===== src/rtl/constants_pkg.sv =====
// ----------------------------------------------------------------------------
// constants_pkg
// Shared widths for the memory request path and the tag type that names a
// requester. tag_t is sized for the largest supported requester count so the
// same type works for any NUM_REQ build.
// ----------------------------------------------------------------------------
package constants_pkg;

    localparam int ADDR_WIDTH  = 32;
    localparam int DATA_WIDTH  = 32;
    localparam int MAX_NUM_REQ = 4;
    localparam int TAG_WIDTH   = $clog2(MAX_NUM_REQ);

    typedef logic [TAG_WIDTH-1:0] tag_t;

endpackage


===== src/rtl/mem_req_arbiter_tag_fifo.sv =====
// ----------------------------------------------------------------------------
// tag_fifo
// Synchronous FIFO that remembers which requester owns each outstanding
// memory request, in issue order.
//
// Ports:
//   clk, rst          clock, synchronous active-high reset
//   push, push_data   enqueue a tag (ignored when full)
//   pop               dequeue the head tag (ignored when empty)
//   pop_data          current head tag
//   full, empty       occupancy flags
//   count             number of stored tags, 0..DEPTH
// ----------------------------------------------------------------------------
module tag_fifo #(
    parameter int DEPTH = 4,
    parameter int WIDTH = 2
) (
    input  logic                     clk,
    input  logic                     rst,
    input  logic                     push,
    input  logic [WIDTH-1:0]         push_data,
    input  logic                     pop,
    output logic [WIDTH-1:0]         pop_data,
    output logic                     full,
    output logic                     empty,
    output logic [$clog2(DEPTH):0]   count
);

    localparam int PTR_W = $clog2(DEPTH);
    localparam logic [PTR_W:0] FULL_CNT = (PTR_W+1)'(DEPTH);
    localparam logic [PTR_W:0] ONE_CNT  = (PTR_W+1)'(1);

    logic [WIDTH-1:0] mem [DEPTH];
    logic [PTR_W-1:0] wr_ptr;
    logic [PTR_W-1:0] rd_ptr;
    logic             do_push;
    logic             do_pop;

    assign full     = (count == FULL_CNT);
    assign empty    = (count == '0);
    assign do_push  = push & ~full;
    assign do_pop   = pop & ~empty;
    assign pop_data = mem[rd_ptr];

    // Storage needs no reset; only the pointers and count define validity.
    always_ff @(posedge clk) begin
        if (do_push) begin
            mem[wr_ptr] <= push_data;
        end
    end

    // DEPTH is a power of two, so the pointers wrap by plain overflow.
    // A simultaneous push and pop leaves the count untouched.
    always_ff @(posedge clk) begin
        if (rst) begin
            wr_ptr <= '0;
            rd_ptr <= '0;
            count  <= '0;
        end else begin
            if (do_push) begin
                wr_ptr <= wr_ptr + 1'b1;
            end
            if (do_pop) begin
                rd_ptr <= rd_ptr + 1'b1;
            end
            case ({do_push, do_pop})
                2'b10:   count <= count + ONE_CNT;
                2'b01:   count <= count - ONE_CNT;
                default: count <= count;
            endcase
        end
    end

endmodule


===== src/rtl/mem_req_arbiter.sv =====
// ----------------------------------------------------------------------------
// mem_req_arbiter
// Shares one in-order memory port among NUM_REQ requesters. A winner is chosen
// round-robin (or fixed priority when MEM_ARB_STRICT_PRIO_EN is defined), its
// request is passed through to memory, and its index is queued in a tag FIFO
// so that each in-order memory response is routed back to its owner one
// cycle later.
//
// Build option:
//   MEM_ARB_STRICT_PRIO_EN  lowest-index requester always wins; no rr pointer.
//
// Ports:
//   clk, rst                 clock, synchronous active-high reset
//   r_req_vld/rdy/addr       per-requester request channel
//   r_rsp_vld, r_rsp_data    one-hot response valid, shared response data
//   m_req_vld/rdy/addr       memory request channel
//   m_rsp_vld, m_rsp_data    memory response (no backpressure)
//   busy                     requests outstanding or a grant is held
//   err_unexp_rsp            sticky: response arrived with nothing outstanding
// ----------------------------------------------------------------------------
module mem_req_arbiter
    import constants_pkg::*;
#(
    parameter int NUM_REQ   = 2,
    parameter int TAG_DEPTH = 4
) (
    input  logic                          clk,
    input  logic                          rst,
    input  logic [NUM_REQ-1:0]            r_req_vld,
    output logic [NUM_REQ-1:0]            r_req_rdy,
    input  logic [NUM_REQ*ADDR_WIDTH-1:0] r_req_addr,
    output logic [NUM_REQ-1:0]            r_rsp_vld,
    output logic [DATA_WIDTH-1:0]         r_rsp_data,
    output logic                          m_req_vld,
    input  logic                          m_req_rdy,
    output logic [ADDR_WIDTH-1:0]         m_req_addr,
    input  logic                          m_rsp_vld,
    input  logic [DATA_WIDTH-1:0]         m_rsp_data,
    output logic                          busy,
    output logic                          err_unexp_rsp
);

    localparam int CNT_W = $clog2(TAG_DEPTH) + 1;

    logic                  grant_lock;
    tag_t                  grant_idx;
    logic [ADDR_WIDTH-1:0] grant_addr;
`ifndef MEM_ARB_STRICT_PRIO_EN
    tag_t                  rr_ptr;
`endif

    tag_t                  winner;
    logic [ADDR_WIDTH-1:0] win_addr;
    int                    best_dist;
    int                    cand_dist;
    tag_t                  sel_idx;
    logic [ADDR_WIDTH-1:0] sel_addr;
    logic                  handshake;
    logic                  rsp_pop;
    logic [NUM_REQ-1:0]    head_onehot;

    tag_t                  fifo_head;
    logic                  fifo_full;
    logic                  fifo_empty;
    logic [CNT_W-1:0]      fifo_count;

    // Pick the valid requester closest to the search start: distance from
    // rr_ptr in round-robin mode, plain index under fixed priority.
    always_comb begin
        winner    = '0;
        win_addr  = '0;
        best_dist = NUM_REQ;
        cand_dist = 0;
        for (int j = 0; j < NUM_REQ; j++) begin
            if (r_req_vld[j]) begin
`ifdef MEM_ARB_STRICT_PRIO_EN
                cand_dist = j;
`else
                cand_dist = (j + NUM_REQ - int'(rr_ptr)) % NUM_REQ;
`endif
                if (cand_dist < best_dist) begin
                    best_dist = cand_dist;
                    winner    = tag_t'(j);
                end
            end
        end
        for (int j = 0; j < NUM_REQ; j++) begin
            if (tag_t'(j) == winner) begin
                win_addr = r_req_addr[j*ADDR_WIDTH +: ADDR_WIDTH];
            end
        end
    end

    // A held grant overrides the live arbitration result, even if its
    // requester has since dropped valid. Eligibility uses the registered
    // FIFO state, so a pop this cycle cannot open room for a push.
    assign sel_idx    = grant_lock ? grant_idx  : winner;
    assign sel_addr   = grant_lock ? grant_addr : win_addr;
    assign m_req_vld  = ~rst & (grant_lock | ((|r_req_vld) & ~fifo_full));
    assign m_req_addr = m_req_vld ? sel_addr : '0;
    assign handshake  = m_req_vld & m_req_rdy;
    assign rsp_pop    = m_rsp_vld & ~fifo_empty;
    assign busy       = ~rst & (grant_lock | (fifo_count != '0));

    // Acceptance is passed straight through from memory to the selected owner;
    // the head one-hot steers the next registered response.
    always_comb begin
        r_req_rdy   = '0;
        head_onehot = '0;
        for (int j = 0; j < NUM_REQ; j++) begin
            r_req_rdy[j]   = handshake && (tag_t'(j) == sel_idx);
            head_onehot[j] = (tag_t'(j) == fifo_head);
        end
    end

    // Grant lock, arbitration pointer, response register and error flag.
    always_ff @(posedge clk) begin
        if (rst) begin
            grant_lock    <= 1'b0;
            grant_idx     <= '0;
            grant_addr    <= '0;
`ifndef MEM_ARB_STRICT_PRIO_EN
            rr_ptr        <= '0;
`endif
            r_rsp_vld     <= '0;
            r_rsp_data    <= '0;
            err_unexp_rsp <= 1'b0;
        end else begin
            if (handshake) begin
                grant_lock <= 1'b0;
`ifndef MEM_ARB_STRICT_PRIO_EN
                rr_ptr     <= (int'(sel_idx) == NUM_REQ - 1) ? '0 : sel_idx + tag_t'(1);
`endif
            end else if (m_req_vld && !grant_lock) begin
                grant_lock <= 1'b1;
                grant_idx  <= winner;
                grant_addr <= win_addr;
            end

            r_rsp_vld <= rsp_pop ? head_onehot : '0;
            if (rsp_pop) begin
                r_rsp_data <= m_rsp_data;
            end
            if (m_rsp_vld && fifo_empty) begin
                err_unexp_rsp <= 1'b1;
            end
        end
    end

    tag_fifo #(
        .DEPTH (TAG_DEPTH),
        .WIDTH (TAG_WIDTH)
    ) u_tag_fifo (
        .clk       (clk),
        .rst       (rst),
        .push      (handshake),
        .push_data (sel_idx),
        .pop       (rsp_pop),
        .pop_data  (fifo_head),
        .full      (fifo_full),
        .empty     (fifo_empty),
        .count     (fifo_count)
    );

endmodule

===== config.mk =====
export PLATFORM = sky130hd
export DESIGN_NAME = mem_req_arbiter
export DESIGN_NICKNAME = d
export VERILOG_FILES = /design/src/rtl/constants_pkg.sv /design/src/rtl/mem_req_arbiter_tag_fifo.sv /design/src/rtl/mem_req_arbiter.sv
export SDC_FILE = /design/constraint.sdc
export NUM_CORES = 1
export LEC_CHECK = 0
export ABC_AREA = 1
export CAP_MARGIN = 20
export CORE_MARGIN = 3
export CORE_UTILIZATION = 30
export DETAILED_ROUTE_END_ITERATION = 10
export GPL_TIMING_DRIVEN = 0
export HOLD_SLACK_MARGIN = 0.12
export PLACE_DENSITY = 0.63
export SYNTH_ARGS = -nofsm -noshare
export SYNTH_HDL_FRONTEND = slang
export SYNTH_SLANG_ARGS = --single-unit

===== constraint.sdc =====
create_clock -name clk -period 2.2 [get_ports clk]
set_input_delay 0.44 -clock clk [delete_from_list [all_inputs] [get_ports clk]]
set_output_delay 0.44 -clock clk [all_outputs]
set_load 0.005 [all_outputs]

; Yosys cells after proc, flatten, opt, wreduce, memory -nomap -nowiden
; Memory sizes are Yosys's and may differ from the RTL's. A register that Yosys moved wholly into a read port is not among the register bits.
; Index checks and enable logic that the tools add are counted.
[word_totals]
wordCells = 73
ramBits = 8
register_bits = 79
n_memories = 1
output_inout_bits = 71
[op_classes]
reduce_logical = 15
n_bitwise = 16
add_sub_neg = 7
muxes = 15
eq_ne = 7
order_cmp = 2
[memory_table]
columns = name, depth, word_bits, rd, rd_clocked_by_memory_dff, wr, line_no
row1 = u_tag_fifo.mem, 4, 2, 1, 1, 1, mem_req_arbiter_tag_fifo.sv:33  ; logic [WIDTH-1:0] mem [DEPTH];
[op_table]
columns = operator, count
row1 = 32-bit two-way mux, 6
row2 = 2-bit by 32-bit < comparator with 1-bit output, 1
row3 = 1-bit AND, 9
row4 = 2-bit two-way mux, 4
row5 = 2-bit by 1-bit adder with 2-bit output (second input constant), 3
row6 = 1-bit by 2-bit equality test with 1-bit output (first input constant), 3
row7 = 2-bit zero test, 3
row8 = 3-bit case mux with 2 select lines, 1
row9 = 2-bit OR reduction, 3
row10 = 2-bit by 2-bit subtractor with 3-bit output (first input constant), 2
row11 = 1-bit inverter, 5
row12 = 2-bit equality test (second input constant), 2
row13 = 1-bit logical AND, 4
row14 = 1-bit two-way mux, 4
row15 = 3-bit by 1-bit adder with 3-bit output (second input constant), 1
row16 = 3-bit equality test (second input constant), 1
row17 = 3-bit zero test, 1
row18 = 2-bit by 3-bit < comparator with 1-bit output (second input constant), 1
row19 = 3-bit nonzero test, 1
row20 = 3-bit by 1-bit subtractor with 3-bit output (second input constant), 1
row21 = 2-bit by 1-bit equality test with 1-bit output (second input constant), 1
row22 = 1-bit bitwise OR, 2
row23 = 2-bit AND reduction, 1
row24 = 2-bit nonzero test, 1
row25 = 1-bit zero test, 1

; Longest topological paths before layout
[logic_depth]
depth_word = 13
ltp_mapped = 12
ltp_nobuf = 12

; By module
; Synthesis repeated with hierarchy kept, for this count alone.
[unflattened]
cells_unflattened = 687
area_unflattened_um2 = 4488.1
[by_module_without_submodules]
columns = module, instances, seq_area_each_um2, area_per_inst_um2, cells_each
row1 = mem_req_arbiter, 1, 1401.3, 3678.5, 597
row2 = tag_fifo, 1, 420.4, 809.5, 90

; Worst setup path after synthesis
; No wires, ideal clock.
[synth_timing]
path_kind = input to register
start = input port r_req_vld[1]
end = register u_tag_fifo.count[2]
path_slack_ns = 0.185
t_required_ns = 2.078
stages = 12
arrival_time_ns = 1.892
setup_time_ns = 0.122
n_path_buf = 0
path_cell_list = nor2_1 inv_1 nand2_1 nand2_2 nand4_2 ha_1 inv_1 fa_1 a21oi_1 o21ai_0 o21ai_0 a21oi_1
[synth_via]
elab_chain_len = 8
word_cells_on_any_way = 10
cone_classes = 2 x eq/ne / 1 x mux / 5 x bitwise / 2 x reduce/logical
[synth_rtl]
columns = element, line_no
row1 = start: declaration, mem_req_arbiter.sv:29  ; input logic [NUM_REQ-1:0] r_req_vld,
row2 = 2-bit OR reduction *, mem_req_arbiter.sv:99  ; assign m_req_vld = ~rst & (grant_lock | ((|r_req_vld) & ~fifo_full));
row3 = 1-bit AND *, mem_req_arbiter.sv:99
row4 = 1-bit bitwise OR *, mem_req_arbiter.sv:99
row5 = 1-bit AND *, mem_req_arbiter.sv:99
row6 = 1-bit AND *, mem_req_arbiter.sv:101  ; assign handshake = m_req_vld & m_req_rdy;
row7 = 1-bit AND *, mem_req_arbiter_tag_fifo.sv:41  ; assign do_push = push & ~full;
row8 = 2-bit by 1-bit equality test with 1-bit output or 2-bit equality test (tied branches), mem_req_arbiter_tag_fifo.sv:66  ; case ({do_push, do_pop})
row9 = 3-bit case mux with 2 select lines or 2-bit nonzero test (tied branches), n/a
row10 = end signal: assignment, mem_req_arbiter_tag_fifo.sv:67  ; 2'b10: count <= count + ONE_CNT;
row11 = end signal: assignment, mem_req_arbiter_tag_fifo.sv:68  ; 2'b01: count <= count - ONE_CNT;
row12 = end signal: assignment, mem_req_arbiter_tag_fifo.sv:69  ; default: count <= count;
row13 = end: declaration, mem_req_arbiter_tag_fifo.sv:26  ; output logic [$clog2(DEPTH):0] count
; Every way passes the cells marked *; elsewhere a longest branch is shown, timed or not.
; A chain may end at the register's enable or synchronous reset.

; Worst setup path after layout
[layout_timing]
start = register rr_ptr[0]
end = register grant_addr[10]
[layout_via]
elab_chain_len = 11
word_cells_on_any_way = 14
cone_classes = 2 x add/sub / 2 x order compare / 1 x eq/ne / 6 x mux / 2 x bitwise / 1 x reduce/logical
[layout_rtl]
columns = element, line_no
row1 = start: declaration, mem_req_arbiter.sv:49  ; tag_t rr_ptr;
row2 = start signal: assignment, mem_req_arbiter.sv:132  ; rr_ptr <= (int'(sel_idx) == NUM_REQ - 1) ? '0 : sel_idx + tag_t'(1);
row3 = 2-bit by 2-bit subtractor with 3-bit output, mem_req_arbiter.sv:79  ; cand_dist = (j + NUM_REQ - int'(rr_ptr)) % NUM_REQ;
row4 = 1-bit AND (no source line), n/a
row5 = 2-bit by 3-bit < comparator with 1-bit output, mem_req_arbiter.sv:81  ; if (cand_dist < best_dist) begin
row6 = 32-bit two-way mux, mem_req_arbiter.sv:81
row7 = 32-bit two-way mux, mem_req_arbiter.sv:75  ; if (r_req_vld[j]) begin
row8 = 2-bit by 32-bit < comparator with 1-bit output *, mem_req_arbiter.sv:81
row9 = 1-bit two-way mux *, mem_req_arbiter.sv:81
row10 = 1-bit two-way mux *, mem_req_arbiter.sv:75
row11 = 2-bit zero test, mem_req_arbiter.sv:88  ; if (tag_t'(j) == winner) begin
row12 = 32-bit two-way mux, mem_req_arbiter.sv:88
row13 = 32-bit two-way mux *, mem_req_arbiter.sv:88
row14 = end signal: assignment, mem_req_arbiter.sv:137  ; grant_addr <= win_addr;
row15 = end: declaration, mem_req_arbiter.sv:47  ; logic [ADDR_WIDTH-1:0] grant_addr;
; Marked as above.

==> run_results.csv <==
group,metric,value,unit
sta,hold_viol,0,
floorplanning,die_height,124,um
layout,fin_util,0.524,
sta,period_minus_slack,2.21,ns
sta,slew_viol_final,0,
synth,synth_top_area_share,0.382,
synth,synth_cell_types,24,
placed_design,hpwl,9650,um
floorplanning,pin_count,173,
worst_setup_path,crit_path_cell_trace,"o21ai_4 -> buf_12 -> inv_8 -> buf_8 -> nand2_2 -> nand2_2 -> buf_4 -> buf_4 -> buf_4 -> buf_4 -> buf_4 -> buf_4 -> buf_4 -> buf_4 -> o21ai_2 -> nor2_1",
synth,synthDominantAreaCellType,"dfxtp_1",
layout,drive_gt1_frac,0.227,
sta,tightest_slew,0.581,ns
min_path,hold_path.class,"primary input to flop",
global_route,grt_max_degree,16,
worst_setup_path,startpoint_type,"flop",
detailed_routing,dr.pass1.iters,4,
sta,rsz0062_at_grt,"yes",
detailed_routing,drtIter0Drc,221,
worst_setup_path,path_common_cell,"buf_4",
sta,setup_viol,1,
global_route,antenna_found_initial,0,
synth,synthArstFlopShare,0,
run_status,outcome,"finished with violations",
global_route,grt_pass1_vias,4218,
global_route,overflow,0,
synth,postSynthAreaPerCell,6.57,um2
clocking,htreeDepth,3,
placed_design,place_ws,-0.777,ns
floorplanning,initial_core_util,0.309,
layout,syn2layout_area_growth,69.3,%
layout,final_nets,983,
detailed_routing,vias,4677,
worst_setup_path,slowest_stage,"dfxtp_2",
worst_setup_path,cp_max_fo,7,
global_route,grt_use_total,0.178,
sta,skew,0.00691,ns
synth,synthCells,631,
synth,synth_seq_area_share,0.411,
placed_design,portBuffers,172,
synth,netlist_area,4150,um2
detailed_routing,drc,0,
clocking,clk-insertion-delay-late,0.35,ns
detailed_routing,drt-met1-wl,6210,um
worst_setup_path,max_stage_delay,0.34,ns
layout,diodes,0,
global_route,grt_pass1_wl,21000,um
detailed_routing,top_layer,"met4",
sta,whs,0.345,ns
synth,synth-seq-cells,83,
detailed_routing,post_drt_via_cell_ratio,4.43,
floorplanning,core.rowCount,42,
pwr,leakage,3.22,nW
pwr,ir_drop,0.424,mV
clocking,path_clk_slew,0.06,ns
clocking,numCtsBuffers,9,
synth,syn-num-nets,739,
clocking,clock-sinks,83,
detailed_routing,wl_met3,972,um
synth,synthMostInstantiatedCell,"nand2_1",
placed_design,routabilityCongestion,0.776,
run_status,failed_checks,"setup timing",
detailed_routing,ant_nets,0,
detailed_routing,wl_per_cell,13.3,um
detailed_routing,wl_met2,6650,um
synth,yosysWarnings,0,
sta,max_slew_margin,0.613,
synth,synthTopCellsByCount,"145 x nand2_1, 112 x nor2_1, 85 x inv_1",
clocking,cts_buffer_depth,2,
worst_setup_path,critPathRequiredTime,2.44,ns
clocking,cts_tree,"built",
floorplanning,core,13400,um2
floorplanning,die_x,124,um
detailed_routing,finalWirelength,14000,um
sta,finalWorstSetupSlack,-0.00640,ns
worst_setup_path,cp.arrival,2.45,ns
clocking,ctsHoldBuffers,0,
pwr,power.density,795,nW/um2
job,cap_viol_max_count,0,
worst_setup_path,critPathKind,"flop to flop",
sta,max_freq,453,MHz
sta,fin_crit_sh,1.00,
synth,synth_area_leaders,"dfxtp_1 38%, nand2_1 13%, nor2_1 10%, o21ai_0 9.9%, inv_1 7.7%",
clocking,cts-root-buf,"clkbuf_16",
floorplanning,die_area,15300,um2
worst_setup_path,crit_path_end_kind,"flop",
synth,synth_edf_count,4,
layout,fill_cells,1316,
synth,synthFlopType,"dfxtp_1",
==> layer usage <==
| layer | vias up | global-route usage |
|---|---|---|
| li1 | 2447 | - |
| met1 | 2089 | 0.223 |
| met2 | 129 | 0.299 |
| met3 | 12 | 0.0393 |
| met4 | 0 | 0.0644 |
| met5 | - | 0 |
==> power breakdown <==
part / internal [mW] / leakage, nW / total, mW / switching [mW]
clock: 0.777 / 0.134 / 1.43 / 0.652
sequential: 1.82 / 0.686 / 1.97 / 0.145
combinational: 1.16 / 2.40 / 2.18 / 1.02
==> cells in the final DEF (no fill, tap or decap), types with 34 or more instances in the layout <==
cell and n:
nand2_1 115, a21oi_1 37, o21ai_0 59, buf_4 53, inv_1 82, o21ai_1 34
dfxtp_1 75, buf_2 34, clkdlybuf4s50_1 134, nor2_1 110
==> metrics by stage <==
stage               cell area [um2]  total power [mW]  setup TNS [ns]  instances
floorplan                      4150              2.96               0        631
global route                   7020              5.97          -0.621       1056
CTS                            6770              5.54          -0.386       1045
global placement               6090              3.94          -26.17        979
finish                         7020              5.58        -0.00640       1056
detailed placement             6090              3.96          -25.35        979
==> critical path, delay by kind of cell (launching register included) <==
kind                   cells  cell delay, ns
buffers and inverters     11            1.31
AND/OR/NAND/NOR            3            0.16
flip-flops                 1            0.34
AO/OA/AOI/OAI              2            0.29
==> repair_timing <==
item	in CTS	in global routing
cloned	2	2
resized for setup	201	62
buffers inserted	48	11
hold endpoints to repair	0	0
endpoints found under the setup margin	38	37
pin swaps	14	14
==> registers in the layout, indices dropped and copies added (netlist names), named ones only <==
register,count
grant_addr,32
u_tag_fifo.wr_ptr,2
u_tag_fifo.mem,4
rr_ptr,1
grant_lock,1
grant_idx,1
u_tag_fifo.rd_ptr,2
err_unexp_rsp,1
r_rsp_vld,2
r_rsp_data,32
u_tag_fifo.count,3
==> logic make-up (layout without fill, tap and decap cells) <==
kind of cell               Yosys count  count (layout)  synth area share
DFF                                 83              83             0.411
buffers and inverters              126             375             0.135
AOI/OAI and AO/OA                  147             147             0.181
and+or+nand+nor                    269             269             0.254
adders and majority gates            6               6            0.0199
==> path summary, 6_finish.rpt <==
| kind | slack, ns | from | end | depth (start not counted) |
|---|---|---|---|---|
| worst max register to register | -0.006 | rr_ptr[0]$_SDFFE_PP0N_ | grant_addr[10]$_SDFFE_PP0P_ | 16 |
| worst min register to register | 0.46 | err_unexp_rsp$_SDFFE_PP0P_ | err_unexp_rsp$_SDFFE_PP0P_ | 2 |
| worst min-delay path | 0.34 | rst | rr_ptr[0]$_SDFFE_PP0N_ | 2 |
| worst max-delay path | -0.006 | rr_ptr[0]$_SDFFE_PP0N_ | grant_addr[10]$_SDFFE_PP0P_ | 16 |
==> area by class of cell <==
| cell class | count | area (um2) | share of cell area |
|---|---|---|---|
| Buffer | 36 | 290 | 0.0414 |
| Clock buffer | 10 | 229 | 0.0326 |
| Clock inverter | 6 | 47.5 | 0.00678 |
| Inverter | 88 | 343 | 0.0489 |
| Multi-Input combinational cell | 422 | 2040 | 0.290 |
| Sequential cell | 83 | 1710 | 0.243 |
| Tap cell | 176 | 220 | 0.0314 |
| Timing Repair Buffer | 235 | 2140 | 0.305 |
Note: power is estimated with default switching activity, not from simulation.
